File: src/rtl/alu_pkg.sv
// rtl/alu_pkg.sv - shared ALU function codes, default widths and response type.
package alu_pkg;

    localparam int ALU_WIDTH = 32;
    localparam int ALU_TAG_W = 4;

    typedef enum logic [2:0] {
        ALU_AND  = 3'b000,
        ALU_OR   = 3'b001,
        ALU_ADD  = 3'b010,
        ALU_RSVD = 3'b011,
        ALU_ANDN = 3'b100,
        ALU_ORN  = 3'b101,
        ALU_SUB  = 3'b110,
        ALU_SLT  = 3'b111
    } alu_fn_e;

    typedef struct packed {
        logic [ALU_WIDTH-1:0] y;
        logic                 zero;
        logic [ALU_TAG_W-1:0] tag;
    } alu_rsp_t;

endpackage

File: src/rtl/alu_core.sv
// rtl/alu_core.sv - combinational ALU core; o_ovf exists only when ALU_OVF_EN is defined.
module alu_core
    import alu_pkg::*;
#(
    parameter int WIDTH = ALU_WIDTH
) (
    input  logic [2:0]       i_f,
    input  logic [WIDTH-1:0] i_a,
    input  logic [WIDTH-1:0] i_b,
    output logic [WIDTH-1:0] o_y,
    output logic             o_zero
`ifdef ALU_OVF_EN
    ,
    output logic             o_ovf
`endif
);

    logic [WIDTH-1:0] w_sum;
    logic [WIDTH-1:0] w_diff;
    logic             w_lt;

    assign w_sum  = i_a + i_b;
    assign w_diff = i_a - i_b;
    assign w_lt   = $signed(i_a) < $signed(i_b);

    always_comb begin
        o_y = '0;
        case (alu_fn_e'(i_f))
            ALU_AND:  o_y = i_a & i_b;
            ALU_OR:   o_y = i_a | i_b;
            ALU_ADD:  o_y = w_sum;
            ALU_RSVD: o_y = '0;
            ALU_ANDN: o_y = i_a & ~i_b;
            ALU_ORN:  o_y = i_a | ~i_b;
            ALU_SUB:  o_y = w_diff;
            ALU_SLT:  o_y = {{(WIDTH-1){1'b0}}, w_lt};
            default:  o_y = '0;
        endcase
    end

    assign o_zero = (o_y == '0);

`ifdef ALU_OVF_EN
    // Signed overflow is judged on the sign bits of the operands and the wrapped result.
    always_comb begin
        o_ovf = 1'b0;
        case (alu_fn_e'(i_f))
            ALU_ADD: o_ovf = (i_a[WIDTH-1] == i_b[WIDTH-1]) && (w_sum[WIDTH-1] != i_a[WIDTH-1]);
            ALU_SUB: o_ovf = (i_a[WIDTH-1] != i_b[WIDTH-1]) && (w_diff[WIDTH-1] != i_a[WIDTH-1]);
            default: o_ovf = 1'b0;
        endcase
    end
`endif

endmodule

File: src/rtl/alu_pipe.sv
// rtl/alu_pipe.sv - two-stage valid/ready pipeline around alu_core.
// Optional rsp_ovf output is present when ALU_OVF_EN is defined.
module alu_pipe
    import alu_pkg::*;
#(
    parameter int WIDTH = ALU_WIDTH,
    parameter int TAG_W = ALU_TAG_W
) (
    input  logic             clk,
    input  logic             reset_n,
    input  logic             req_valid,
    output logic             req_ready,
    input  logic [2:0]       req_f,
    input  logic [WIDTH-1:0] req_a,
    input  logic [WIDTH-1:0] req_b,
    input  logic [TAG_W-1:0] req_tag,
    output logic             rsp_valid,
    input  logic             rsp_ready,
    output logic [WIDTH-1:0] rsp_y,
    output logic             rsp_zero,
    output logic [TAG_W-1:0] rsp_tag,
    output logic [15:0]      op_count
`ifdef ALU_OVF_EN
    ,
    output logic             rsp_ovf
`endif
);

    logic             r_v1;
    logic [2:0]       r_f1;
    logic [WIDTH-1:0] r_a1;
    logic [WIDTH-1:0] r_b1;
    logic [TAG_W-1:0] r_tag1;

    logic             r_v2;
    logic [WIDTH-1:0] r_y2;
    logic             r_zero2;
    logic [TAG_W-1:0] r_tag2;
    logic [15:0]      r_op_count;

    logic             w_s2_adv;
    logic             w_s1_adv;
    logic             w_req_fire;
    logic             w_rsp_fire;
    logic [WIDTH-1:0] w_y;
    logic             w_zero;

    // Ready depends only on state and rsp_ready, never on req_valid.
    assign w_s2_adv   = !r_v2 || rsp_ready;
    assign w_s1_adv   = r_v1 && w_s2_adv;
    assign req_ready  = !r_v1 || w_s2_adv;
    assign w_req_fire = req_valid && req_ready;
    assign w_rsp_fire = r_v2 && rsp_ready;

`ifdef ALU_OVF_EN
    logic w_ovf;
    logic r_ovf2;

    alu_core #(.WIDTH(WIDTH)) u_core (
        .i_f    (r_f1),
        .i_a    (r_a1),
        .i_b    (r_b1),
        .o_y    (w_y),
        .o_zero (w_zero),
        .o_ovf  (w_ovf)
    );

    always_ff @(posedge clk or negedge reset_n) begin
        if (!reset_n) begin
            r_ovf2 <= 1'b0;
        end else if (w_s1_adv) begin
            r_ovf2 <= w_ovf;
        end
    end

    assign rsp_ovf = r_ovf2;
`else
    alu_core #(.WIDTH(WIDTH)) u_core (
        .i_f    (r_f1),
        .i_a    (r_a1),
        .i_b    (r_b1),
        .o_y    (w_y),
        .o_zero (w_zero)
    );
`endif

    always_ff @(posedge clk or negedge reset_n) begin
        if (!reset_n) begin
            r_v1   <= 1'b0;
            r_f1   <= '0;
            r_a1   <= '0;
            r_b1   <= '0;
            r_tag1 <= '0;
        end else if (w_req_fire) begin
            r_v1   <= 1'b1;
            r_f1   <= req_f;
            r_a1   <= req_a;
            r_b1   <= req_b;
            r_tag1 <= req_tag;
        end else if (w_s1_adv) begin
            r_v1   <= 1'b0;
        end
    end

    // S2 keeps its last payload when it drains empty; only v2 matters then.
    always_ff @(posedge clk or negedge reset_n) begin
        if (!reset_n) begin
            r_v2    <= 1'b0;
            r_y2    <= '0;
            r_zero2 <= 1'b0;
            r_tag2  <= '0;
        end else if (w_s2_adv) begin
            r_v2 <= r_v1;
            if (r_v1) begin
                r_y2    <= w_y;
                r_zero2 <= w_zero;
                r_tag2  <= r_tag1;
            end
        end
    end

    always_ff @(posedge clk or negedge reset_n) begin
        if (!reset_n) begin
            r_op_count <= '0;
        end else if (w_rsp_fire) begin
            r_op_count <= r_op_count + 16'd1;
        end
    end

    assign rsp_valid = r_v2;
    assign rsp_y     = r_y2;
    assign rsp_zero  = r_zero2;
    assign rsp_tag   = r_tag2;
    assign op_count  = r_op_count;

endmodule
File: config.mk
export PLATFORM = sky130hd
export DESIGN_NAME = alu_pipe
export DESIGN_NICKNAME = d
export VERILOG_FILES = /design/src/rtl/alu_pkg.sv /design/src/rtl/alu_core.sv /design/src/rtl/alu_pipe.sv
export SDC_FILE = /design/constraint.sdc
export NUM_CORES = 1
export LEC_CHECK = 0
export ABC_AREA = 1
export CAP_MARGIN = 20
export CORE_UTILIZATION = 55
export DETAILED_ROUTE_END_ITERATION = 16
export DONT_BUFFER_PORTS = 1
export HOLD_SLACK_MARGIN = 0.05
export PLACE_DENSITY = 0.68
export SLEW_MARGIN = 20
export SYNTH_ARGS = -nofsm -noshare
export SYNTH_HDL_FRONTEND = slang
export SYNTH_SLANG_ARGS = --single-unit
File: constraint.sdc
create_clock -name clk -period 4.2 [get_ports clk]
set_input_delay 1.05 -clock clk [delete_from_list [all_inputs] [get_ports clk]]
set_output_delay 1.05 -clock clk [all_outputs]
set_load 0.05 [all_outputs]
* After elaboration in Yosys (flattened, before gate mapping) *
Index checks and enable logic that the tools add are counted.

storage, ports and cells
  output and inout port bits = 55
  register bits = 126
  logic and storage cells = 40
  input bits = 75

operators by class
  equality and inequality tests = 7
  add/sub/neg operators = 3
  magnitude comparators = 1
  muxes and demuxes = 3
  reduce and logical (&&, ||, !) cells = 11
  bitwise gates (word level) = 5

operators with widths
  operator                 number
  $pmux W32 S8             1
  $and A32 B32 Y32         2
  $or A32 B32 Y32          2
  $add A32 B32 Y32         1
  $logic_not A32 Y1        1
  $lt A32 B32 Y1           1
  $not A32 Y32             1
  $sub A32 B32 Y32         1
  $add A16 B1 Y16 const B  1
  $eq A3 B3 Y1 const B     4
  $eq A3 B2 Y1 const B     2
  $eq A3 B1 Y1 const B     1
  $logic_and A1 B1 Y1      3
  $logic_not A3 Y1         1
  $logic_not A1 Y1         2
  $logic_or A1 B1 Y1       2
  $mux W1                  2
  $reduce_and A2 Y1        1
  $reduce_bool A2 Y1       1

* Depth between registers and ports, before layout *
  depth in word-level cells = 5
  depth in mapped cells = 22

* Cells and area by module *
A second synthesis with hierarchy kept.

second synthesis, totals
  cell total of the unflattened synthesis = 1852
  area, all modules = 11712.5 µm²

modules (own cells, without submodules)
  module    area an instance (µm²)  cells each  seq. area each (µm²)  times used
  alu_core  6647.6                  1345        0.0                   1
  alu_pipe  5064.9                  507         3153.0                1

* Worst setup path after synthesis *
Ideal clock, no wire load.

  path type = input port to flip-flop
  from = in rsp_ready
  to = reg r_a1[12]
  library setup time = 125 ps
  required time = 4075 ps
  path slack = 1414 ps
  path buffers = 1
  stages = 5
  arrival = 2661 ps
  path through = inv_1 nand3_1 nand2_1 clkbuf_1 mux2_2

between the ends
  cells in the longest elaborated chain, start to end = 3

ends and longest elaborated chain
  item                  line            RTL
  start, declared       alu_pipe.sv:18  input logic rsp_ready,
  $logic_or A1 B1 Y1    alu_pipe.sv:49  assign w_s2_adv = !r_v2 || rsp_ready;
  $logic_or A1 B1 Y1    alu_pipe.sv:51  assign req_ready = !r_v1 || w_s2_adv;
  net req_ready         alu_pipe.sv:12  output logic req_ready,
  $logic_and A1 B1 Y1   alu_pipe.sv:52  assign w_req_fire = req_valid && req_ready;
  end signal, assigned  alu_pipe.sv:97  r_a1 <= req_a;
  end, declared         alu_pipe.sv:31  logic [WIDTH-1:0] r_a1;

The timed path passes the listed nets, and every way through them passes these cells.
A chain may end at the register's enable or synchronous reset.

* Worst setup path after layout *
  from = reg r_b1[0]
  to = reg r_zero2 (netlist: rsp_zero)

between the ends
  cells in the longest elaborated chain, start to end = 4

ends and longest elaborated chain
  item                                                                      line             RTL
  start, declared                                                           alu_pipe.sv:32   logic [WIDTH-1:0] r_b1;
  start signal, assigned                                                    alu_pipe.sv:98   r_b1 <= req_b;
  parallel branches: the longest is 2 deep, another holds $sub A32 B32 Y32  n/a
  $pmux W32 S8 *                                                            alu_core.sv:28   case (alu_fn_e'(i_f))
  $logic_not A32 Y1 *                                                       alu_core.sv:41   assign o_zero = (o_y == '0);
  end signal, assigned                                                      alu_pipe.sv:116  r_zero2 <= w_zero;
  end, declared                                                             alu_pipe.sv:37   logic r_zero2;

Every way passes the cells marked *.

==> results_dict.tcl <==
set metrics [dict create \
    cts-resized-gates 0 \
    power_frac_seq_pct 35.0 \
    syn_avg_cell_area_sq_um 6.497 \
    cts_hold_buf 0 \
    cts_sinks 126 \
    maxClockFrequency_ghz 0.3073 \
    synth_area_sq_mm 0.01106 \
    final_nets 1812 \
    core_sq_mm 0.01959 \
    outcome "finished, final reports clean" \
    async_reset_ff_share_pct 100.0 \
    worstPathRequired_ps 4570 \
    grt_max_degree 127 \
    pwr-share-clk_pct 22.7 \
    crit_chain "ha_1 > inv_1 > fa_1 > o21ai_2 > nand2_2 > o21ai_2 > a21boi_0 > nand2_1 > nand4_1 > nor2_1 > nand2_1 > nor2_1 > nand3_1 > nor2_1 > nand2_1 > nand2_1" \
    setup_viol 0 \
    crit_arrival_ps 3630 \
    p_per_area_mw_per_mm2 586.9 \
    ys_seq_area_share_pct 28.51 \
    grt_pass1_vias 10430 \
    cts_setup_buffers 0 \
    synth_ff_type "dfrtp_1" \
    dpl.hpwl_um 28150 \
    overflow 0 \
    post-route-period-util_pct 77.49 \
    synthDistinctLibCells 47 \
    layout-drive-gt1-share_pct 7.126 \
    maxCapViolCount 0 \
    cts_buffer_depth 2 \
    area_delta_synth_final_pct 5.816 \
    instances_no_fill 1949 \
    period_needed_ps 3255 \
    die_h_um 143.8 \
    max_stage_delay_ps 460 \
    clk_latency_ps 440 \
    synth-edff-count 0 \
    crit_fanout 4 \
    syn-instance-count 1702 \
    power_frac_comb_pct 42.4 \
    cts-buffers-inserted 17 \
    dr_total_vias 11100 \
    finalSetupTns_ps 0 \
    crit_path_top_delay_cell "fa_1" \
    drt_iter0_drc 1093 \
    final_max_slew_viol_count 0 \
    ys_warn_count 0 \
    start_util_pct 56.45 \
    hold_path_class "in2async" \
    wirelength_um 37130 \
    path_common_cell "nand2_1" \
    mostFrequentLayoutCell "nand2_1" \
    ir_drop_uv 482.0 \
    io_buffers 0 \
    nFillCells 1989 \
    worstMarginPinSlew_ps 1029 \
    regToRegStartpoint "r_b1[0]" \
    wire_per_inst_um 19.05 \
    diodes 0 \
    switchingPower_mw 3.647 \
    relSlewSlack_pct 31.26 \
    final_cell_mix "520 x nand2_1, 249 x inv_1, 166 x nand3_1" \
    ant_nets 0 \
    die-area_sq_mm 0.02068 \
    gp_congestion 1.032 \
    viasPerCell 5.695 \
    grt_pass1_wl_um 57150 \
    regToRegSetupSlack_ps 950 \
    internal_power_mw 3.220 \
    io_pins 130 \
    placementRows 51 \
    startpoint_type "register" \
    hold_viol 0 \
    ys_ff_latch 126 \
    fin_skew_ps 17.31 \
    p_leak_nw 6.234 \
    drtPass1Iterations 6 \
    cts_tree "done" \
    synth_nets 1843 \
    swShare_pct 53.11 \
    regToRegEndpoint "rsp_zero" \
    htreeDepth 4 \
    clockRootBuffer "clkbuf_16" \
    drc 0 \
    ff2ff_path_depth 16 \
    place_inst 1917 \
    rsz0062_at_grt "no" \
    antenna_found_initial 1 \
    clk_pin_slew_worst_paths_ps 70 \
    die_w_um 143.8 \
    path_class "reg2reg" \
    grt_use_total_pct 37.32 \
    crit_path_end_kind "register" \
    final_core_util_pct 59.73 \
]
==> synth_stat cells (3+ instances only) <==
cell type  number  area [sq um]
a21oi_2         3         26.28
nand3_1       166         830.8
and3_1          3         18.77
nor2_4          3         33.78
o31ai_1         7         52.55
inv_2           7         26.28
dfrtp_1       126          3153
buf_6           8         90.09
clkbuf_8        4         55.05
buf_1           4         15.01
nor2_2         10         62.56
buf_4          12         90.09
a21oi_1        90         450.4
o21ai_0        49         245.2
nand2_2        12         75.07
buf_2          15         75.07
inv_1         249         934.7
ha_1           64         800.8
clkbuf_1       17         63.81
nand3_2         4         40.04
nor2_1        156         585.6
nand4_1        49         306.5
xnor2_1        10         87.58
o21bai_1       13         97.59
nand2_1       521          1956
xor2_1         35         306.5
nor3_1         11         55.05
mux2_2         25         281.5
==> sequential cells by signal (all words and copies together) (netlist names) <==
signal / count
r_f1: 3
rsp_tag: 4
r_a1: 32
r_b1: 32
rsp_zero: 1
r_tag1: 4
rsp_y: 32
op_count: 16
rsp_valid: 1
r_v1: 1
==> per-stage QoR <==
stage	total power, mW	cell area, sq um	setup WS, ps	hold WS [ps]
floorplan	4.456	11060	1414	478.1
CTS	6.778	11700	1065	301.7
global placement	5.197	11110	1119	490.3
detailed placement	5.213	11110	1128	500.1
global route	7.279	11700	779.0	299.5
finish	6.867	11700	945.5	309.2
==> how the worst max path moves through the flow <==
stage | start | endpoint | slack (ps) | cells past startpoint
final | r_b1[0] | rsp_zero | 950 | 16
after global routing | r_a1[0] | rsp_zero | 780 | 20
after CTS | r_b1[0] | rsp_zero | 1060 | 16
after detailed placement | r_b1[0] | rsp_zero | 1130 | 16
after global placement | r_b1[0] | rsp_zero | 1120 | 16
after floorplan | rsp_ready | r_a1[12] | 1410 | 5
==> power by group through the flow <==
stage | Combinational, mW | Sequential, mW | Clock (mW)
2_1_floorplan | 2.15 | 2.30 | 0
3_3_place_gp | 2.79 | 2.41 | 0
3_5_place_dp | 2.80 | 2.41 | 0
4_1_cts | 2.82 | 2.40 | 1.57
5_1_grt | 3.22 | 2.44 | 1.62
6_report | 2.91 | 2.40 | 1.56
==> critical path: cells and delay by family (launching register included) <==
family | cells | cell delay [ps]
simple gates | 10 | 1320
fa+ha+maj | 2 | 680
buf+inv | 1 | 60
flops | 1 | 410
compound gates | 3 | 720
==> metal layers <==
layer / track usage (%) / up-vias / part of all wire, %
li1: - / 5328 / -
met3: 9.763 / 81 / 12
met4: 11.25 / 2 / 2.6
met5: 0 / - / 0.035
met2: 54.42 / 605 / 40
met1: 53.58 / 5084 / 45
==> cells by family (layout without fill, tap and decap cells) <==
| family | after synthesis | count (layout) | synth area share [%] |
|---|---|---|---|
| AO/OA/AOI/OAI | 174 | 174 | 8.678 |
| XOR/XNOR | 45 | 45 | 3.564 |
| adder cells (fa/ha/maj) | 66 | 66 | 7.604 |
| buffers and inverters | 318 | 300 | 12.30 |
| flip-flops | 126 | 126 | 28.51 |
| multiplexers | 25 | 25 | 2.546 |
| AND/OR/NAND/NOR | 948 | 948 | 36.80 |
==> area by class of cell <==
class / count / area [sq um] / share of cell area (%)
repair buffers: 10 / 87.58 / 0.7485
clock buffers: 17 / 425.4 / 3.636
flip-flops and latches: 126 / 3154 / 26.96
clock inverters: 15 / 168.9 / 1.444
multi-input cells: 1258 / 6563 / 56.08
well taps: 265 / 331.6 / 2.834
inverters: 258 / 970.9 / 8.298
Note: power is estimated with default switching activity, not from simulation.
